`src/rtl/multi_led_driver.sv`:
```
// Multi-channel LED driver: shared prescaler, programmable step period, blink/alternate/chase/PWM modes.
// Optional breathing ramp for the PWM mode is built when MULTI_LED_DRIVER_BREATHE_EN is defined.
module multi_led_driver #(
  parameter int unsigned NUM_CH    = 4,
  parameter int unsigned PRESCALE  = 25000,
  parameter int unsigned CNT_WIDTH = 16
) (
  input  logic                 CLK,
  input  logic                 RST,
  input  logic                 EN,
  input  logic [1:0]           MODE,
  input  logic [CNT_WIDTH-1:0] PERIOD,
  input  logic [7:0]           DUTY,
  output logic [NUM_CH-1:0]    Q,
  output logic [NUM_CH-1:0]    not_Q,
  output logic                 TICK
);

  localparam int unsigned PRE_W = (PRESCALE > 1) ? $clog2(PRESCALE) : 1;
  localparam int unsigned PTR_W = $clog2(NUM_CH);
  localparam logic [PRE_W-1:0] PRE_MAX = PRE_W'(PRESCALE - 1);
  localparam logic [PTR_W-1:0] PTR_MAX = PTR_W'(NUM_CH - 1);

  typedef enum logic [1:0] {
    MODE_BLINK = 2'd0,
    MODE_ALT   = 2'd1,
    MODE_CHASE = 2'd2,
    MODE_PWM   = 2'd3
  } mode_e;

  logic [PRE_W-1:0]     pre_cnt;
  logic [CNT_WIDTH-1:0] step_cnt;
  logic [CNT_WIDTH-1:0] pm_m1;
  logic                 phase;
  logic [PTR_W-1:0]     ptr;
  logic [7:0]           pwm_cnt;
  logic [7:0]           duty_eff;
  logic                 tick_c;
  logic                 step_evt;
  logic [NUM_CH-1:0]    q_next;
  logic [NUM_CH-1:0]    one_hot_base;

  // Tick is decoded from the registered prescaler count and forced low while reset is held
  assign tick_c   = EN && (pre_cnt == PRE_MAX);
  assign TICK     = tick_c && !RST;
  assign pm_m1    = (PERIOD == '0) ? '0 : PERIOD - CNT_WIDTH'(1);
  // >= so that a shrinking PERIOD fires on the next tick instead of wrapping the counter
  assign step_evt = tick_c && (step_cnt >= pm_m1);

  assign one_hot_base = NUM_CH'(1);

  always_ff @(posedge CLK or posedge RST) begin
    if (RST) begin
      pre_cnt  <= '0;
      step_cnt <= '0;
      phase    <= 1'b0;
      ptr      <= '0;
      pwm_cnt  <= '0;
      Q        <= '0;
      not_Q    <= '1;
    end else if (EN) begin
      pre_cnt <= (pre_cnt == PRE_MAX) ? '0 : pre_cnt + PRE_W'(1);
      pwm_cnt <= pwm_cnt + 8'd1;
      if (tick_c) begin
        step_cnt <= step_evt ? '0 : step_cnt + CNT_WIDTH'(1);
      end
      if (step_evt) begin
        phase <= ~phase;
        ptr   <= (ptr == PTR_MAX) ? '0 : ptr + PTR_W'(1);
      end
      Q     <= q_next;
      not_Q <= ~q_next;
    end
  end

`ifdef MULTI_LED_DRIVER_BREATHE_EN
  logic [7:0] ramp;
  logic       ramp_up;
  logic       unused_duty;

  assign unused_duty = ^DUTY;
  assign duty_eff    = ramp;

  // Triangle ramp: each endpoint is held for exactly one step before reversing
  always_ff @(posedge CLK or posedge RST) begin
    if (RST) begin
      ramp    <= 8'd0;
      ramp_up <= 1'b1;
    end else if (EN && step_evt) begin
      if (ramp_up) begin
        if (ramp == 8'd255) begin
          ramp    <= 8'd254;
          ramp_up <= 1'b0;
        end else begin
          ramp <= ramp + 8'd1;
        end
      end else begin
        if (ramp == 8'd0) begin
          ramp    <= 8'd1;
          ramp_up <= 1'b1;
        end else begin
          ramp <= ramp - 8'd1;
        end
      end
    end
  end
`else
  assign duty_eff = DUTY;
`endif

  // Next output pattern from current state; registered above, so outputs lag state by one cycle
  always_comb begin
    q_next = '0;
    case (mode_e'(MODE))
      MODE_BLINK: q_next = {NUM_CH{phase}};
      MODE_ALT: begin
        for (int i = 0; i < int'(NUM_CH); i++) begin
          q_next[i] = phase ^ 1'(i % 2);
        end
      end
      MODE_CHASE: q_next = one_hot_base << ptr;
      MODE_PWM:   q_next = {NUM_CH{pwm_cnt < duty_eff}};
      default:    q_next = '0;
    endcase
  end

endmodule

```
`config.mk`:
```
export PLATFORM = sky130hd
export DESIGN_NAME = multi_led_driver
export DESIGN_NICKNAME = d
export VERILOG_FILES = /design/src/rtl/multi_led_driver.sv
export SDC_FILE = /design/constraint.sdc
export NUM_CORES = 1
export LEC_CHECK = 0
export CORE_MARGIN = 1
export CORE_UTILIZATION = 51
export CTS_CLUSTER_DIAMETER = 120
export DETAILED_ROUTE_END_ITERATION = 12
export PLACE_DENSITY_LB_ADDON = 0.3
export SETUP_SLACK_MARGIN = 0.2
export SLEW_MARGIN = 20
export SYNTH_ARGS = -nofsm -noshare
export SYNTH_HDL_FRONTEND = slang
export SYNTH_SLANG_ARGS = --single-unit
```
`constraint.sdc`:
```
create_clock -name CLK -period 2.35 [get_ports CLK]
set_clock_uncertainty 0.2 [all_clocks]
set_input_delay 0.47 -clock CLK [delete_from_list [all_inputs] [get_ports CLK]]
set_output_delay 0.47 -clock CLK [all_outputs]
set_load 0.005 [all_outputs]
```
==> metrics.md <==
| Metric | Value |
|---|---|
| Largest net degree at the start of global routing | `27` |
| Worst min path class | `flip-flop to flip-flop` |
| First-pass GRT wire length | `15,200 um` |
| Crit path arrival time | `3.54 ns` |
| Synth Area per Inst | `9.36 um^2` |
| Remaining antenna violation count | `0` |
| FF-to-FF path depth | `8` |
| Post-synthesis sequential area ratio | `38.0%` |
| Tcrit/Tclk final | `150%` |
| Worst-Margin Slew | `0.372 ns` |
| Synthesis-to-layout area growth | `52.3%` |
| Final hold viol count | `0` |
| VDD IR max | `0.000533 V` |
| Most frequent CP cell | `o211ai_1` |
| Synth Cell Area | `3300 um^2` |
| Critical path peak fanout | `11` |
| Final instance area | `5030 um^2` |
| Post-synthesis adder-cell area fraction | `12.1%` |
| Non-Filler Instances | `552` |
| Drt pass-1 iters | `5` |
| GRT Residual Overflow | `0` |
| Clk buf depth | `2` |
| Die boundary width | `82.5 um` |
| Fillcell total | `328` |
| Clock buffer count from CTS | `5` |
| Antenna Diode Count | `0` |
| Simple-Gate Fraction of Synth Area | `26.2%` |
| Avg WL per Cell | `20.1 um` |
| Fin nets | `537` |
| Final setup TNS | `-20.29 ns` |
| Hold path endpoint | `pwm_cnt[0]$_DFFE_PP0P_` |
| Vias after detailed routing | `3,302` |
| Post-synth EDFFs | `0` |
| GRT Total Usage | `30.3%` |
| Vias per cell | `5.98` |
| CTS tree | `done` |
| Startpoint type of the worst setup path | `primary input` |
| Clock Tree Root | `clkbuf_8` |
| Worst slew margin | `75.2%` |
| Initial antenna violation count | `1` |
| Core box area | `6100 um^2` |
| RSZ-0062 raised after global routing | `true` |
| Largest family of logic cells by synthesized area | `simple AND/OR/NAND/NOR gates` |
| Vias in the first global route | `3,305` |
| Final Critical Period | `3.54 ns` |
| Cell family with most CP delay | `simple AND/OR/NAND/NOR gates` |
| Reg-to-Reg Start | `pre_cnt[6]$_DFFE_PP0P_` |
| Max Cap Violations | `0` |
| Pleak | `2.32 nW` |
| CP required | `2.36 ns` |
| Reg-to-Reg End | `step_cnt[9]$_DFFE_PP0P_` |
| Outcome | `complete, but fails checks` |
| Drt initial violations | `316` |
| Ports | `38` |
| Die Footprint | `6800 um^2` |
| Net Count, Synth | `414` |
| Starting Density | `54.2%` |
| Crit path cell chain | `clkbuf_2 -> or4_4 -> buf_6 -> nor3_4 -> xor2_2 -> nand2_4 -> ha_4 -> and3_4 -> a211oi_2 -> o211ai_1 -> o211ai_1 -> buf_4 -> a21oi_4 -> buf_8 -> nor2_2` |
| Routed WL | `11,100 um` |
| Post-synth ARST share | `100%` |
| Layout cells sized above 1 | `40.7%` |
| Netlist cell types | `53` |
| XOR/XNOR Fraction of Synth Area | `11.4%` |
| Clock slew at reported path FFs | `0.09 ns` |
| Post-synthesis mux area share | `0.682%` |
| Placer Congestion | `0.828` |
| PortBufs | `37` |
| Setup ws final | `-1.19 ns` |
| Setup Crit Path Kind | `primary input to flip-flop` |
| Synth Area in Compound Gates | `8.48%` |
| Placed insts | `523` |
| Synth Register Bits | `50` |
| Crit-path max cell delay | `0.58 ns` |
| Latest clock arrival within the worst-skew pair | `0.31 ns` |
| Final Util | `82.5%` |
| Post-DP Area | `4250 um^2` |
| CTS Sinks | `50` |
| Crit end category | `flip-flop` |
| CP max-delay cell | `or4_4` |
| Post-detail-place hpwl | `5940 um` |
| Max-slew violations | `0` |
| Register Area | `1260 um^2` |
| Commonest non-fill, non-tap cells in the layout | `70 x buf_4, 45 x dfrtp_1, 42 x nand2_1` |
| Hold path start | `pwm_cnt[0]$_DFFE_PP0P_` |
| Failing checks | `setup timing` |
| Top FF cell, synth | `dfrtp_1` |
| Commonest non-fill, non-tap cell in the layout | `buf_4` |
| DRC viols | `0` |
| Hold buffer count at cts | `0` |
| Die H | `82.5 um` |
| Worst Path Buf+Inv | `4` |
| Synth warnings | `0` |
| H-tree depth | `2` |
| R2R Setup Slk | `-0.22 ns` |
| FMAX | `283 MHz` |
| Hold path cells | `1` |
| Rows | `28` |
| Pwr dens | `476 nW/um^2` |
| Finish-stage setup viols | `21` |
| Area of the multi-input gates | `2460 um^2` |
| Post-Synthesis Cells | `353` |
state kept, by name, indices dropped and copies added (netlist names):
signal / flops
step_cnt: 16
pre_cnt: 15
pwm_cnt: 8
Q: 4
not_Q: 4
ptr: 2
phase: 1
where the power goes:
part	internal [W]	switching (W)	total, W
logic	0.000416	0.000363	0.000779
registers	0.000985	0.000101	0.00109
clock network	0.000237	0.000292	0.000529
total	0.00164	0.000756	0.00239
area by class of cell:
cell class              instances  share of cell area, %
clock buffers                   6                   1.64
clock inverters                 2                  0.249
inverters                      14                   1.04
multi-input cells             282                   48.8
flip-flops and latches         50                   25.0
well taps                      75                   1.87
repair buffers                123                   21.4
cell usage after synthesis (5+ instances only):
cell | instances | area (um^2)
nand2_1 | 48 | 180
dfrtp_1 | 46 | 1150
nor2_1 | 36 | 135
ha_1 | 32 | 400
xor2_1 | 22 | 193
xnor2_1 | 21 | 184
nand4_1 | 16 | 100
nand3_1 | 15 | 75.1
inv_1 | 14 | 52.6
nor3_1 | 11 | 55.1
a21oi_1 | 7 | 35.0
and3_1 | 7 | 43.8
nand2b_1 | 5 | 31.3
per-stage QoR:
step,setup slack (ns),hold slack (ns),total power [W]
2_1_floorplan,-1.29,0.249,0.00141
3_3_place_gp,-1.56,0.269,0.00168
3_5_place_dp,-1.64,0.290,0.00173
4_1_cts,-0.815,0.302,0.00232
5_1_grt,-1.28,0.329,0.00253
6_report,-1.19,0.315,0.00239
layer usage:
metal	GRT usage, %	share of wire [%]
met2	57.7	54
met5	0	0.12
met4	12.8	3.7
met3	5.49	6.8
met1	32.3	36
repair_timing:
item                                   CTS  global route
pin swaps                               43            38
setup endpoints to repair               34            36
buffers inserted                        16             5
gates resized for setup                115            52
endpoints found under the hold margin    0             0
worst max path at each step:
stage,startpoint,to,slack (ns),cells past startpoint
6_report,PERIOD[12],step_cnt[9]$_DFFE_PP0P_,-1.19,15
5_1_grt,PERIOD[12],step_cnt[9]$_DFFE_PP0P_,-1.28,15
4_1_cts,PERIOD[9],ptr[1]$_DFFE_PP0P_,-0.81,17
3_5_place_dp,PERIOD[13],ptr[1]$_DFFE_PP0P_,-1.64,13
3_3_place_gp,PERIOD[13],ptr[1]$_DFFE_PP0P_,-1.56,13
2_1_floorplan,PERIOD[13],ptr[1]$_DFFE_PP0P_,-1.29,12
logic make-up after synthesis:
group                    count (synthesis)
AND/OR/NAND/NOR                        167
XOR/XNOR                                43
buffers and inverters                   21
multiplexers                             2
AO/OA/AOI/OAI                           38
adder cells (fa/ha/maj)                 32
flip-flops                              50
Power figures use the tool's default switching activity.
